===== src/rtl/cpu_mem_responder_if.sv =====
// Bundle of the core-side instruction/data ports and the shared 32-bit
// backing-memory port served by cpu_mem_responder.
interface cpu_mem_responder_if;
  // Handshake: a requester raises its strobe (inst_read, data_read/data_write,
  // pmem_read/pmem_write) together with address/data and holds all of them
  // unchanged until the matching one-cycle resp pulse; that pulse is both the
  // acceptance and the completion, and rdata is valid only in that cycle.
  logic        inst_read;
  logic [31:0] inst_mem_address;
  logic        inst_mem_resp;
  logic [63:0] inst_mem_rdata;

  logic        data_read;
  logic        data_write;
  logic [3:0]  data_mbe;
  logic [31:0] data_mem_address;
  logic [31:0] data_mem_wdata;
  logic        data_mem_resp;
  logic [31:0] data_mem_rdata;

  logic        pmem_read;
  logic        pmem_write;
  logic [31:0] pmem_address;
  logic [31:0] pmem_wdata;
  logic [3:0]  pmem_mbe;
  logic        pmem_resp;
  logic [31:0] pmem_rdata;

  modport slave (
    input  inst_read, inst_mem_address,
    output inst_mem_resp, inst_mem_rdata,
    input  data_read, data_write, data_mbe, data_mem_address, data_mem_wdata,
    output data_mem_resp, data_mem_rdata,
    output pmem_read, pmem_write, pmem_address, pmem_wdata, pmem_mbe,
    input  pmem_resp, pmem_rdata
  );

  modport master (
    output inst_read, inst_mem_address,
    input  inst_mem_resp, inst_mem_rdata,
    output data_read, data_write, data_mbe, data_mem_address, data_mem_wdata,
    input  data_mem_resp, data_mem_rdata,
    input  pmem_read, pmem_write, pmem_address, pmem_wdata, pmem_mbe,
    output pmem_resp, pmem_rdata
  );
endinterface


===== src/rtl/cpu_mem_responder.sv =====
// Serves the 64-bit fetch port and 32-bit load/store port from one 32-bit
// backing memory: arbitration, two-beat fetch split and registered responses.
module cpu_mem_responder #(
  parameter bit rr_en = 1'b1
) (
  input  logic                 clk,
  input  logic                 rst,
  cpu_mem_responder_if.slave   bus,
  output logic [2:0]           dbg_state
);

  typedef enum logic [2:0] {
    IDLE = 3'd0,
    I_LO = 3'd1,
    I_HI = 3'd2,
    D_RD = 3'd3,
    D_WR = 3'd4,
    RESP = 3'd5
  } state_t;

  state_t      state_q, state_d;
  logic        last_inst_q;
  logic        svc_inst_q;
  logic [31:0] addr_q;
  logic [31:0] wdata_q;
  logic [3:0]  mbe_q;
  logic [31:0] lo_q, hi_q, dword_q;
  logic        data_req;
  logic        data_wins;

  assign data_req  = bus.data_read | bus.data_write;
  // Data loses a conflict only when round-robin is on and data was served last.
  assign data_wins = data_req & (~bus.inst_read | ~rr_en | last_inst_q);

  always_comb begin
    state_d = state_q;
    case (state_q)
      IDLE: begin
        if (data_wins)          state_d = bus.data_write ? D_WR : D_RD;
        else if (bus.inst_read) state_d = I_LO;
      end
      I_LO:             if (bus.pmem_resp) state_d = I_HI;
      I_HI, D_RD, D_WR: if (bus.pmem_resp) state_d = RESP;
      RESP:             state_d = IDLE;
      default:          state_d = IDLE;
    endcase
  end

  always_ff @(posedge clk or negedge rst) begin
    if (!rst) begin
      state_q     <= IDLE;
      last_inst_q <= 1'b1;
      svc_inst_q  <= 1'b0;
      addr_q      <= 32'h0;
      wdata_q     <= 32'h0;
      mbe_q       <= 4'h0;
      lo_q        <= 32'h0;
      hi_q        <= 32'h0;
      dword_q     <= 32'h0;
    end else begin
      state_q <= state_d;
      if (state_q == IDLE && state_d != IDLE) begin
        svc_inst_q <= (state_d == I_LO);
        addr_q     <= (state_d == I_LO) ? (bus.inst_mem_address & 32'hFFFF_FFF8)
                                        : (bus.data_mem_address & 32'hFFFF_FFFC);
        wdata_q    <= bus.data_mem_wdata;
        mbe_q      <= bus.data_mbe;
      end
      if (bus.pmem_resp) begin
        case (state_q)
          I_LO:    lo_q    <= bus.pmem_rdata;
          I_HI:    hi_q    <= bus.pmem_rdata;
          D_RD:    dword_q <= bus.pmem_rdata;
          default: ;
        endcase
      end
      if (state_q == RESP) last_inst_q <= svc_inst_q;
    end
  end

  // Every output is decoded from registers only, so no input reaches an output.
  assign bus.pmem_read      = (state_q == I_LO) | (state_q == I_HI) | (state_q == D_RD);
  assign bus.pmem_write     = (state_q == D_WR);
  assign bus.pmem_address   = addr_q | {29'h0, (state_q == I_HI), 2'b00};
  assign bus.pmem_wdata     = wdata_q;
  assign bus.pmem_mbe       = (state_q == D_WR) ? mbe_q : 4'h0;
  assign bus.inst_mem_resp  = (state_q == RESP) &  svc_inst_q;
  assign bus.data_mem_resp  = (state_q == RESP) & ~svc_inst_q;
  assign bus.inst_mem_rdata = {hi_q, lo_q};
  assign bus.data_mem_rdata = dword_q;
  assign dbg_state          = state_q;

endmodule


===== src/flat_wrapper.sv =====
// flat-port wrapper written by rule: the top's interface ports become plain ports
module cpu_mem_responder_flat 
#(
  parameter bit rr_en = 1'b1
)
  (clk, rst, dbg_state, bus_inst_read, bus_inst_mem_address, bus_inst_mem_resp, bus_inst_mem_rdata, bus_data_read, bus_data_write, bus_data_mbe, bus_data_mem_address, bus_data_mem_wdata, bus_data_mem_resp, bus_data_mem_rdata, bus_pmem_read, bus_pmem_write, bus_pmem_address, bus_pmem_wdata, bus_pmem_mbe, bus_pmem_resp, bus_pmem_rdata);
  cpu_mem_responder_if bus_i ();
  input  logic clk;
  input  logic rst;
  output logic [2:0] dbg_state;
  input wire logic [$bits(bus_i.inst_read)-1:0] bus_inst_read;
  input wire logic [$bits(bus_i.inst_mem_address)-1:0] bus_inst_mem_address;
  output wire logic [$bits(bus_i.inst_mem_resp)-1:0] bus_inst_mem_resp;
  output wire logic [$bits(bus_i.inst_mem_rdata)-1:0] bus_inst_mem_rdata;
  input wire logic [$bits(bus_i.data_read)-1:0] bus_data_read;
  input wire logic [$bits(bus_i.data_write)-1:0] bus_data_write;
  input wire logic [$bits(bus_i.data_mbe)-1:0] bus_data_mbe;
  input wire logic [$bits(bus_i.data_mem_address)-1:0] bus_data_mem_address;
  input wire logic [$bits(bus_i.data_mem_wdata)-1:0] bus_data_mem_wdata;
  output wire logic [$bits(bus_i.data_mem_resp)-1:0] bus_data_mem_resp;
  output wire logic [$bits(bus_i.data_mem_rdata)-1:0] bus_data_mem_rdata;
  output wire logic [$bits(bus_i.pmem_read)-1:0] bus_pmem_read;
  output wire logic [$bits(bus_i.pmem_write)-1:0] bus_pmem_write;
  output wire logic [$bits(bus_i.pmem_address)-1:0] bus_pmem_address;
  output wire logic [$bits(bus_i.pmem_wdata)-1:0] bus_pmem_wdata;
  output wire logic [$bits(bus_i.pmem_mbe)-1:0] bus_pmem_mbe;
  input wire logic [$bits(bus_i.pmem_resp)-1:0] bus_pmem_resp;
  input wire logic [$bits(bus_i.pmem_rdata)-1:0] bus_pmem_rdata;
  assign bus_i.inst_read = bus_inst_read;
  assign bus_i.inst_mem_address = bus_inst_mem_address;
  assign bus_inst_mem_resp = bus_i.inst_mem_resp;
  assign bus_inst_mem_rdata = bus_i.inst_mem_rdata;
  assign bus_i.data_read = bus_data_read;
  assign bus_i.data_write = bus_data_write;
  assign bus_i.data_mbe = bus_data_mbe;
  assign bus_i.data_mem_address = bus_data_mem_address;
  assign bus_i.data_mem_wdata = bus_data_mem_wdata;
  assign bus_data_mem_resp = bus_i.data_mem_resp;
  assign bus_data_mem_rdata = bus_i.data_mem_rdata;
  assign bus_pmem_read = bus_i.pmem_read;
  assign bus_pmem_write = bus_i.pmem_write;
  assign bus_pmem_address = bus_i.pmem_address;
  assign bus_pmem_wdata = bus_i.pmem_wdata;
  assign bus_pmem_mbe = bus_i.pmem_mbe;
  assign bus_i.pmem_resp = bus_pmem_resp;
  assign bus_i.pmem_rdata = bus_pmem_rdata;
  cpu_mem_responder #(.rr_en(rr_en)) u_core (.clk(clk), .rst(rst), .bus(bus_i), .dbg_state(dbg_state));
endmodule

===== config.mk =====
export PLATFORM = sky130hd
export DESIGN_NAME = cpu_mem_responder_flat
export DESIGN_NICKNAME = d
export VERILOG_FILES = /design/src/rtl/cpu_mem_responder_if.sv /design/src/rtl/cpu_mem_responder.sv /design/src/flat_wrapper.sv
export SDC_FILE = /design/constraint.sdc
export NUM_CORES = 1
export LEC_CHECK = 0
export BUFFER_PORTS_ARGS = -buffer_cell sky130_fd_sc_hd__buf_2
export CORE_MARGIN = 1.5
export CORE_UTILIZATION = 41
export CTS_CLUSTER_DIAMETER = 150
export DETAILED_ROUTE_END_ITERATION = 6
export GPL_ROUTABILITY_DRIVEN = 0
export PLACE_DENSITY = 0.73
export SLEW_MARGIN = 40
export SYNTH_ARGS = -nofsm -noshare
export SYNTH_HDL_FRONTEND = slang
export SYNTH_SLANG_ARGS = --single-unit

===== constraint.sdc =====
create_clock -name clk -period 2.14 [get_ports clk]
set_clock_uncertainty 0.05 [all_clocks]
set_input_delay 0.321 -clock clk [delete_from_list [all_inputs] [get_ports clk]]
set_output_delay 0.321 -clock clk [all_outputs]
set_load 0.02 [all_outputs]

Yosys cells after proc, flatten, opt, wreduce, memory -nomap -nowiden:

Cells that the tools add are included.

* register bits after elaboration: 169
* input port bits: 138
* output and inout bits: 171
* logic and storage cells: 40

* equal/unequal tests: 6
* muxes and demuxes: 8
* bitwise gates (word level): 10
* reduce and logical (&&, ||, !) cells: 7

Operators by type and width (number)
* $mux W32: 1
* $or A32 B3 Y32: 1
* $mux W3: 5
* $pmux W3 S3: 1
* $eq A3 B1 Y1 const B: 2
* $eq A3 B2 Y1 const B: 2
* $eq A3 B3 Y1 const B: 2
* $reduce_and A2 Y1: 3
* $mux W4: 1
* $or A1 B1 Y1: 4
* $and A1 B1 Y1: 3
* $logic_not A3 Y1: 1
* $reduce_bool A3 Y1: 1
* $reduce_or A3 Y1: 1
* $not A1 Y1: 2
* $logic_and A1 B1 Y1: 1

Depth between registers and ports, before layout:

* depth after elaboration: 7
* depth in mapped cells: 7

Least setup slack after synthesis:

Ideal clock, no wire load.

* path kind: reg2reg
* from: register u_core.state_q[2], in the netlist u_core.dbg_state[2]
* to: register u_core.wdata_q[10], in the netlist u_core.bus.pmem_wdata[10]
* arrival time: 1.913 ns
* path slack: 0.052 ns
* stages on the path, launching flop included: 7
* clock period less this slack: 2.088 ns
* path through: dfrtp_1 > buf_2 > or3_1 > a211o_1 > nand2_2 > buf_4 > mux2_2

* longest elaborated chain between the ends: 5
* elaborated cells on any way between the ends: 13

RTL lines
* start, declared: line cpu_mem_responder.sv:21 `state_t state_q, state_d;`
* start signal, assigned: line cpu_mem_responder.sv:61 `state_q <= state_d;`
* $eq A3 B3 Y1 (tied with other cells): line cpu_mem_responder.sv:37 `case (state_q)`
* $reduce_or A3 Y1 / $mux W3 (equally long branches): line cpu_mem_responder.sv:37, cpu_mem_responder.sv:39
* $pmux W3 S3: line cpu_mem_responder.sv:37
* $reduce_bool A3 Y1: line cpu_mem_responder.sv:62 `if (state_q == IDLE && state_d != IDLE) begin`
* $logic_and A1 B1 Y1 *: line cpu_mem_responder.sv:62
* end signal, assigned: line cpu_mem_responder.sv:66 `wdata_q <= bus.data_mem_wdata;`
* end, declared: line cpu_mem_responder.sv:25 `logic [31:0] wdata_q;`

Mark *: on every way between the ends. The rest lies on a longest branch, timed or not.
A chain may end at the register's enable or synchronous reset.

Worst setup path after layout:

* from: register u_core.state_q[0], in the netlist u_core.dbg_state[0]
* to: output bus_pmem_mbe[2]

* longest elaborated chain between the ends: 2

RTL lines
* $eq A3 B3 Y1: line cpu_mem_responder.sv:86 `assign bus.pmem_mbe = (state_q == D_WR) ? mbe_q : 4'h0;`
* $mux W4: line cpu_mem_responder.sv:86
* end, declared: line flat_wrapper.sv:26 `output wire logic [$bits(bus_i.pmem_mbe)-1:0] bus_pmem_mbe;`

Every way passes these cells.

==> results.ini <==
[run_status]
status=finished, final reports clean

[placement]
hpwl_um=13200
port_buffers=301
dpl.cell_count=1013

[grt]
grt_pass1_vias=5515
grt_max_degree=60
grt-ovfl-total=0
grt_antenna_before_repair=0
grt_use_total_pct=20.7
grt_pass1_wl_um=29500

[synth]
synthArstFlopShare_pct=100
netlist_instances=537
syn-cell-area_sq_um=7120
synth_enable_flop_cells=0
synthFlopType=dfrtp_1
synth_warnings=0
synth_area_per_cell_sq_um=13.3
ys_types=38
ys_ff_latch=167
ys_seq_area_share_pct=58.7

[clock_tree]
clkLatencyLatePin_ns=0.41
postCtsSetupBuffers=0
clk_path_buf_depth=2
cts.sinks=167
ctsRootBufferMaster=clkbuf_16
numCtsBuffers=17
cts_tree=built
h-tree-depth=4
path_clk_slew_ns=0.06

[worst_setup_path]
path_buf_inv=2
cp_slowest_cell=dfrtp_1
r2r_slack_ns=0.19
arrival_ns=1.62
worstSetupPathType=register to output port
start_kind=register
reg2reg_from=u_core.dbg_state[0]
timing.rr.end=u_core.bus.pmem_wdata[10]
worstPathCellList=buf_4 -> nor2_1 -> and3_1 -> buf_2
end_kind=output port
path_delay_family=simple AND/OR/NAND/NOR gates
critical_path_required_ns=1.77
cpPeakStageDelay_ns=0.37
rr_worst_depth=5
cp_max_fo=13
cp-startpoint=u_core.dbg_state[0]

[timing]
period_minus_slack_ns=1.99
relSlewSlack_pct=61.3
timing.hold.ws_ns=0.0725
rsz0062_at_grt=false
timing.final.hold_violations=0
setup_viol=0
setup-tns-final_ns=0
fin_crit_sh_pct=93.0
tightestPinTransition_ns=0.581
drv_slew=0
fmax_mhz=502

[hold_path]
hold_class=primary input to register
hold_end=u_core.bus.pmem_wdata[7]
hp-start=bus_data_mem_wdata[7]
whs_path_depth=2

[route]
drt-total-wl_um=18600
wl_met3_um=1930
num_vias=5435
met2_length_um=8990
wl_met1_um=7350
drtIter0Drc=315
postRouteAntennaNets=0
vias_per_cell=5.21
wl_per_cell_um=17.8
top_layer=met4
route.detailed.drc=0
first_pass_iters=4

[pwr]
p_seq_share_pct=33.7
p_sw_mw=6.59
pwr-share-clk_pct=18.7
powerDensity_nw_per_um2=1720
pwr-share-comb_pct=47.6
leakage_nw=4.54
ir_drop_mv=0.916
switching_share_pct=40.7
power.internal_mw=9.61

[floorplanning]
initial_utilization_pct=42.5
die_w_um=135
die_h_um=135
core.rowCount=47
die-area_sq_um=18200
io_pins=309
core_sq_um=16800

[cells_and_area]
n_antenna_cell=0
drive_gt1_share_pct=60.7
area_growth_pct=31.9
instances_no_fill=1044
layout.nets=951

[flow_run]
max_cap_violations=0

power groups by stage:
stage / Sequential, mW / Combinational (mW) / Clock, mW
global route: 5.67 / 8.25 / 3.24
finish: 5.46 / 7.70 / 3.03
detailed placement: 5.49 / 7.76 / 0
floorplan: 7.05 / 3.70 / 0
CTS: 5.47 / 7.78 / 3.12
global placement: 5.42 / 7.67 / 0
metrics by stage:
step / instance area (sq um) / utilization [%] / power, mW / setup slack [ns]
final: 9390 / 56.0 / 16.2 / 0.149
after CTS: 9390 / 56.0 / 16.4 / 0.0671
after detailed placement: 8800 / 52.5 / 13.3 / 0.192
after global routing: 9390 / 56.0 / 17.2 / 0.000657
after floorplan: 7120 / - / 10.7 / 0.0520
after global placement: 8800 / 52.5 / 13.1 / 0.214
cell usage in the layout, fill, tap and decap left out, types with 2 or more instances in the layout:
cell type   instances
mux2_2            125
and3_1              6
conb_1              2
buf_4              20
clkbuf_16          17
a21oi_1             4
mux2_1              7
buf_2             300
nand2_1             3
clkinvlp_4          3
a211oi_1            2
nand4_1            29
nor2_1              6
clkinv_4            3
nand3_1            30
inv_1               2
inv_6               3
o211ai_1           19
o211ai_2           10
bufinv_16           2
dfrtp_1           166
o21ai_0            31
o31ai_1             2
buf_12              7
repair_timing:
| action | 4_1_cts | 5_1_grt |
|---|---|---|
| endpoints found under the hold margin | 55 | 0 |
| endpoints found under the setup margin | 0 | 2 |
| gates resized for setup | 0 | 1 |
| hold buffers | 1 | 0 |
flip-flops by register name, indices dropped and copies added, names as in the netlist:
name and count:
u_core.addr_q 30, u_core.bus.data_mem_rdata 32, u_core.bus.pmem_wdata 32, u_core.dbg_state 3
u_core.hi_q 32, u_core.last_inst_q 1, u_core.lo_q 32, u_core.mbe_q 4
u_core.svc_inst_q 1
worst max-delay path by stage:
stage                                     end  slack, ns  cells after the start
detailed placement  u_core.bus.pmem_wdata[10]       0.19                      5
floorplan           u_core.bus.pmem_wdata[10]       0.05                      6
global placement    u_core.bus.pmem_wdata[21]       0.21                      5
finish                        bus_pmem_mbe[2]       0.15                      4
CTS                         bus_data_mem_resp       0.07                      5
global route                  bus_pmem_mbe[0]     0.0007                      4
cell usage after synthesis, types with 4 or more instances:
library cell | n | area (sq um)
nor2_1 | 7 | 26.3
buf_2 | 11 | 55.1
a21oi_1 | 4 | 20.0
nand4_1 | 29 | 181
mux2_1 | 7 | 78.8
nand3_1 | 30 | 150
o21ai_0 | 31 | 155
clkbuf_1 | 26 | 97.6
buf_4 | 34 | 255
and3_1 | 6 | 37.5
mux2_2 | 125 | 1410
o211ai_2 | 10 | 125
dfrtp_1 | 166 | 4150
o211ai_1 | 19 | 143
layer usage:
metal,vias up,GRT usage (%)
met5,-,0
met4,0,6.21
met3,22,8.11
met2,259,33.8
met1,2680,25.4
li1,2474,-
cells by family (layout without fill, tap and decap cells):
kind of cell | after synthesis | in the layout | share of synthesized area (%)
flops | 167 | 167 | 58.7
mux | 132 | 132 | 20.9
compound gates | 75 | 75 | 7.45
simple gates | 87 | 87 | 6.82
other cells | 1 | 2 | 0.0527
buf+inv | 75 | 361 | 6.05
final cells by class:
cell class	count	area (sq um)
sequential	167	4180
tap	220	275
clock buffer	18	429
multi-input combinational	296	2540
fill	1415	7370
clock inverter	12	146
inverter	2	7.51
timing repair buffer	329	1810
Power figures use the tool's default switching activity.
